File: src/rtl/csa_stream_accumulator.sv
// Streaming multi-operand accumulator. The running total is kept in carry-save
// form (one 3:2 compression per accepted operand). A single carry-propagate add
// resolves it once the last operand of a group has been absorbed.
module csa_stream_accumulator #(
  parameter int unsigned WIDTH     = 8,
  parameter int unsigned ACC_WIDTH = 12,
  parameter int unsigned CNT_WIDTH = 8
) (
  input  logic                 clk,
  input  logic                 rst_n,
  input  logic [WIDTH-1:0]     in_data,
  input  logic                 in_valid,
  input  logic                 in_last,
  output logic                 in_ready,
  output logic [ACC_WIDTH-1:0] out_data,
  output logic                 out_overflow,
  output logic [CNT_WIDTH-1:0] out_count,
  output logic                 out_valid,
  input  logic                 out_ready
);

  typedef enum logic [1:0] {StAccum, StResolve, StOutput} state_e;

  state_e               state_q, state_d;
  logic [ACC_WIDTH-1:0] s_q, s_d;
  logic [ACC_WIDTH-1:0] c_q, c_d;
  logic                 ovf_q, ovf_d;
  logic [CNT_WIDTH-1:0] cnt_q, cnt_d;
  logic [ACC_WIDTH-1:0] out_data_q, out_data_d;
  logic                 out_ovf_q, out_ovf_d;
  logic [CNT_WIDTH-1:0] out_count_q, out_count_d;

  logic [ACC_WIDTH-1:0] x;
  logic [ACC_WIDTH-1:0] maj;
  logic [ACC_WIDTH:0]   full_sum;

  // Operand zero-extension, 3:2 majority term and the resolving adder.
  always_comb begin
    x            = '0;
    x[WIDTH-1:0] = in_data;
    maj          = (s_q & c_q) | (s_q & x) | (c_q & x);
    full_sum     = {1'b0, s_q} + {1'b0, c_q};
  end

  // Handshake outputs depend on state only, so no path from out_ready to in_ready.
  always_comb begin
    in_ready     = (state_q == StAccum);
    out_valid    = (state_q == StOutput);
    out_data     = out_data_q;
    out_overflow = out_ovf_q;
    out_count    = out_count_q;
  end

  // Next-state logic: compress in ACCUM, resolve once, hold result until accepted.
  always_comb begin
    state_d     = state_q;
    s_d         = s_q;
    c_d         = c_q;
    ovf_d       = ovf_q;
    cnt_d       = cnt_q;
    out_data_d  = out_data_q;
    out_ovf_d   = out_ovf_q;
    out_count_d = out_count_q;
    case (state_q)
      StAccum: begin
        if (in_valid) begin
          s_d = s_q ^ c_q ^ x;
          c_d = {maj[ACC_WIDTH-2:0], 1'b0};
          // The carry bit shifted out of the top is part of the true total.
          ovf_d = ovf_q | maj[ACC_WIDTH-1];
          if (cnt_q != {CNT_WIDTH{1'b1}}) begin
            cnt_d = cnt_q + 1'b1;
          end
          if (in_last) begin
            state_d = StResolve;
          end
        end
      end
      StResolve: begin
        out_data_d  = full_sum[ACC_WIDTH-1:0];
        out_ovf_d   = ovf_q | full_sum[ACC_WIDTH];
        out_count_d = cnt_q;
        state_d     = StOutput;
      end
      StOutput: begin
        if (out_ready) begin
          s_d     = '0;
          c_d     = '0;
          ovf_d   = 1'b0;
          cnt_d   = '0;
          state_d = StAccum;
        end
      end
      default: begin
        state_d = StAccum;
      end
    endcase
  end

  // State and datapath registers with synchronous active-low reset.
  always_ff @(posedge clk) begin
    if (!rst_n) begin
      state_q     <= StAccum;
      s_q         <= '0;
      c_q         <= '0;
      ovf_q       <= 1'b0;
      cnt_q       <= '0;
      out_data_q  <= '0;
      out_ovf_q   <= 1'b0;
      out_count_q <= '0;
    end else begin
      state_q     <= state_d;
      s_q         <= s_d;
      c_q         <= c_d;
      ovf_q       <= ovf_d;
      cnt_q       <= cnt_d;
      out_data_q  <= out_data_d;
      out_ovf_q   <= out_ovf_d;
      out_count_q <= out_count_d;
    end
  end

endmodule

File: config.mk
export PLATFORM = sky130hd
export DESIGN_NAME = csa_stream_accumulator
export DESIGN_NICKNAME = d
export VERILOG_FILES = /design/src/rtl/csa_stream_accumulator.sv
export SDC_FILE = /design/constraint.sdc
export NUM_CORES = 1
export LEC_CHECK = 0
export BUFFER_PORTS_ARGS = -buffer_cell sky130_fd_sc_hd__buf_2
export CORE_ASPECT_RATIO = 1.1
export CORE_UTILIZATION = 45
export DETAILED_ROUTE_END_ITERATION = 8
export PLACE_DENSITY_LB_ADDON = 0.15
export SYNTH_ARGS = -nofsm -noshare
export SYNTH_HDL_FRONTEND = slang
export SYNTH_SLANG_ARGS = --single-unit
File: constraint.sdc
create_clock -name clk -period 1.9 [get_ports clk]
set_input_delay 0.38 -clock clk [delete_from_list [all_inputs] [get_ports clk]]
set_output_delay 0.38 -clock clk [all_outputs]
set_load 0.05 [all_outputs]
Word-level counts from Yosys, hierarchy flattened

Index checks and enable logic that the tools add are counted.

Add/subtract/negate cells: 2
Eq/ne operators: 7
Mux-type cells: 16
Bitwise operators: 9
Reduce and logical (&&, ||, !) cells: 5

Operator list:

| cell                                                   | number |
|---|---|
| case mux 12 bit (2 select lines)                       | 2 |
| two-way mux 12 bit                                     | 3 |
| AND 12 x 8 -> 12 bit                                   | 2 |
| two-way mux 8 bit                                      | 3 |
| bitwise OR 12 bit                                      | 2 |
| case mux 8 bit (2 select lines)                        | 1 |
| adder 12 x 12 -> 13 bit                                | 1 |
| AND 12 bit                                             | 1 |
| bitwise XOR 12 bit                                     | 1 |
| bitwise XOR 12 x 8 -> 12 bit                           | 1 |
| adder 8 x 1 -> 8 bit (second input constant)           | 1 |
| inequality test 8 bit (second input constant)          | 1 |
| two-way mux 2 bit                                      | 3 |
| case mux 2 bit (3 select lines)                        | 1 |
| AND reduction 3 bit                                    | 2 |
| inequality test 2 x 1 -> 1 bit (second input constant) | 2 |
| inequality test 2 bit (second input constant)          | 2 |
| AND reduction 4 bit                                    | 1 |
| equality test 2 x 1 -> 1 bit (second input constant)   | 1 |
| equality test 2 bit (second input constant)            | 1 |
| logical NOT 2 bit                                      | 1 |
| two-way mux 1 bit                                      | 2 |
| bitwise OR 1 bit                                       | 2 |
| case mux 1 bit (2 select lines)                        | 1 |
| nonzero test 2 bit                                     | 1 |

Bits in registers: 56
Output and inout bits: 23
Logic and storage cells: 47

Logic depth before layout (Yosys ltp)

Depth in word-level cells: 6
Gate-level depth with buffers: 7
Depth with buffers taken out: 7

Worst setup path before layout

No wires, ideal clock.

Kind: register to register
From: register state_q[0]
To: register s_q[2]
Library setup time: 0.065 ns
Arrival: 1.832 ns
Required time: 1.835 ns
Path slack: 0.003 ns
Cell stages (with the launch flop): 7
Buffers on the path: 2
Cells stage by stage: dfxtp_1 -> nor2_1 -> and2_1 -> clkbuf_1 -> buf_2 -> a22oi_1 -> nor2b_1

Word-level cells in the longest chain between the ends: 3

Ends and longest elaborated chain:

| item                                                                         | line | RTL |
|---|---|---|
| start, declared                                                              | 24   | `state_e state_q, state_d;` |
| start signal, assigned                                                       | 103  | `state_q <= StAccum;` |
| start signal, assigned                                                       | 112  | `state_q <= state_d;` |
| logical NOT 2 bit (*)                                                        | --   |  |
| via in_ready                                                                 | 14   | `output logic in_ready,` |
| inequality test 2 bit (no line) / nonzero test 2 bit (equally long branches) | --   |  |
| AND reduction 3 bit (no line)                                                | --   |  |
| end signal, assigned                                                         | 104  | `s_q <= '0;` |
| end signal, assigned                                                         | 113  | `s_q <= s_d;` |
| end, declared                                                                | 25   | `logic [ACC_WIDTH-1:0] s_q, s_d;` |

Mark *: on every way through the listed nets, which the timed path passes. The rest lies on a longest branch.
A chain may end at the register's enable or synchronous reset.

Worst setup path in the final report

From: register s_q[4]
To: register out_data_q[9], in the netlist out_data[9]

Word-level cells in the longest chain between the ends: 1

Ends and longest elaborated chain:

| item                    | line | RTL |
|---|---|---|
| adder 12 x 12 -> 13 bit | 42   | `full_sum = {1'b0, s_q} + {1'b0, c_q};` |
| end signal, assigned    | 117  | `out_data_q <= out_data_d;` |
| end, declared           | 29   | `logic [ACC_WIDTH-1:0] out_data_q, out_data_d;` |

No other way between the ends.

==> impl_metrics.json <==
{
  "clockBufferDepth": 2,
  "grt_first_pass_wirelength_mm": 9.20,
  "dieArea_mm2": 0.00628,
  "io_pins": 36,
  "fmax_mhz": 558,
  "path_class": "flip-flop to flip-flop",
  "synth_edf_count": 0,
  "synthFlopType": "dfxtp_1",
  "gp_congestion": 0.754,
  "fp.dieH_um": 83.0,
  "io_buffers": 35,
  "crit_path_start": "s_q[4]$_SDFFE_PN0P_",
  "numCtsBuffers": 5,
  "cp_max_fo": 3,
  "syn-num-nets": 314,
  "worst_clock_skew_ps": 6.18,
  "rows": 29,
  "async_flop_share_pct": 0,
  "grt_max_degree": 25,
  "worstPathRequired_ps": 2150,
  "cts_root_buffer": "clkbuf_8",
  "dpl_cell_area_mm2": 0.00299,
  "hold_class": "input port to flip-flop",
  "final_max_slew_viol_count": 0,
  "clock_latency_ps": 310,
  "tightestPinTransition_ps": 459,
  "syn_to_final_growth_pct": 17.0,
  "leakagePower_nw": 1.28,
  "synth_seq_cells": 55,
  "multi_input_area_mm2": 0.00155,
  "fin_crit_ps": 1790,
  "drive_above_1_share_pct": 22.4,
  "setup_violations": 0,
  "critPathCaptureType": "flip-flop",
  "routedWlPerCell_um": 13.4,
  "overflow": 0,
  "firstDrtPassIters": 4,
  "path_clk_slew_ps": 100,
  "route.detailed.drc": 0,
  "rsz0062_at_grt": "no",
  "design_power_total_mw": 2.16,
  "drt_iter0_markers": 67,
  "clock-sinks": 55,
  "synth_top_area_share_pct": 41.0,
  "detail-route-antenna-nets": 0,
  "relSlewSlack_pct": 69.4,
  "dpl.hpwl_mm": 3.91,
  "hold_buffers": 0,
  "netlist_area_mm2": 0.00269,
  "diodes": 0,
  "die_w_um": 75.7,
  "synth.avg_cell_area_um2": 9.59,
  "ys_seq_area_share_pct": 41.0,
  "seq_area_mm2": 0.00110,
  "grtUsageTotal_pct": 18.8,
  "cap_violations": 0,
  "yosysWarnings": 0,
  "timing.final.crit_share_pct": 94.3,
  "holdCritStartpoint": "in_last",
  "power_density_mw_per_mm2": 686,
  "cts_tree": "done",
  "n_fill_cell": 545,
  "vias": 2076,
  "cp.arrival_ps": 2050,
  "postLayoutCoreUtil_pct": 54.5,
  "cts_htree_levels": 2,
  "stdcell_area_mm2": 0.00314,
  "ir_drop_uv": 366,
  "place_ws_ps": -16.3,
  "synth_top_area_cell": "dfxtp_1",
  "crit-reg2reg-launch": "s_q[4]$_SDFFE_PN0P_",
  "core-area_mm2": 0.00577,
  "status": "finished clean",
  "ys_types": 45,
  "avgViaCountPerCell": 5.20,
  "fin_ws_ps": 108,
  "startpoint_type": "flip-flop",
  "drt_wl_total_mm": 5.36,
  "finalNetCount": 355,
  "syn_inst": 280,
  "first_global_vias": 1967,
  "start_util_pct": 46.6,
  "antenna_found_initial": 0,
  "ys_top_cells_by_area": "dfxtp_1, a22oi_1, ha_1",
  "finalHoldViolCount": 0,
  "worst_hold_slack_ps": 301
}
[layout make-up]
class	count	share of cell area (%)
multi-input cells	207	49.3
flip-flops and latches	55	35.1
repair buffers	50	9.56
well taps	77	3.07
clock buffers	6	2.31
clock inverters	2	0.398
inverters	2	0.239
[synth_stat cells, drive strengths merged (2+ instances only)]
library cell and number:
fa 8, a21oi 8, mux2i 3, ha 13, nand4 3, and3 3
a22oi 23, and4 2, buf 9, dfxtp 55, inv 2, clkbuf 7
xnor2 7, nand3 14, xor2 6, o21ai 10, a211oi 2, a31oi 2
o211ai 2, a21boi 12, nand2 31, nor2 11, and2 3, a31o 2
a21o 3, nor2b 26
[state kept, by name, indices dropped and copies added (netlist names)]
name          flops
out_data         12
s_q              12
c_q              11
cnt_q             8
out_count         8
state_q           2
out_overflow      1
ovf_q             1
[timing repair]
action / CTS / global route
endpoints found under the setup margin: 2 / 6
gates resized for setup: 1 / 10
setup buffers: 0 / 1
pin swaps: 0 / 3
[logic make-up after synthesis]
group,Yosys count,share of synthesized area (%)
buf+inv,18,3.45
compound gates,70,18.8
fa+ha+maj,21,12.0
flops,55,41.0
mux,3,1.12
simple gates,100,19.4
xor+xnor,13,4.24
[cell usage in the layout, fill, tap and decap left out, types with 9 or more instances in the layout]
| master | n |
|---|---|
| dfxtp_1 | 54 |
| buf_2 | 35 |
| nand2_1 | 31 |
| nor2b_1 | 26 |
| a22oi_1 | 23 |
| nand3_1 | 14 |
| buf_4 | 14 |
| a21boi_0 | 12 |
| nor2_1 | 11 |
| o21ai_0 | 9 |
| ha_1 | 9 |
[where the power goes]
| part | leakage (nW) | internal [mW] | switching (mW) |
|---|---|---|---|
| Sequential | 0.446 | 1.19 | 0.0385 |
| Clock | 0.0412 | 0.259 | 0.383 |
| Combinational | 0.792 | 0.127 | 0.163 |
[worst paths after layout]
path / endpoint / cells past startpoint / slack [ps]
max: out_data[9]$_SDFFE_PN0N_ / 6 / 110
min: state_q[0]$_SDFFE_PN0P_ / 2 / 300
max reg2reg: out_data[9]$_SDFFE_PN0N_ / 6 / 110
min reg2reg: out_count[2]$_SDFFE_PN0N_ / 2 / 460
[through the flow]
stage | cells | TNS [ps]
finish | 399 | 0
global route | 399 | 0
CTS | 398 | 0
detailed placement | 390 | -16.3
global placement | 390 | 0
floorplan | 280 | 0
[worst max-delay path: stages (launching register included)]
cell	delay (ps)
dfxtp_1	350
ha_1	330
nand3_1	100
o211ai_2	240
a31oi_2	120
or4b_1	510
nand3_1	80
[layer usage]
metal	GRT usage, %	vias to the layer above	share of wire [%]
met4	6.23	0	1.5
met2	30.2	30	48
met3	3.76	7	2.4
li1	-	1066	-
met1	24.9	973	48
met5	0	-	0
(Power assumes the default switching activity.)
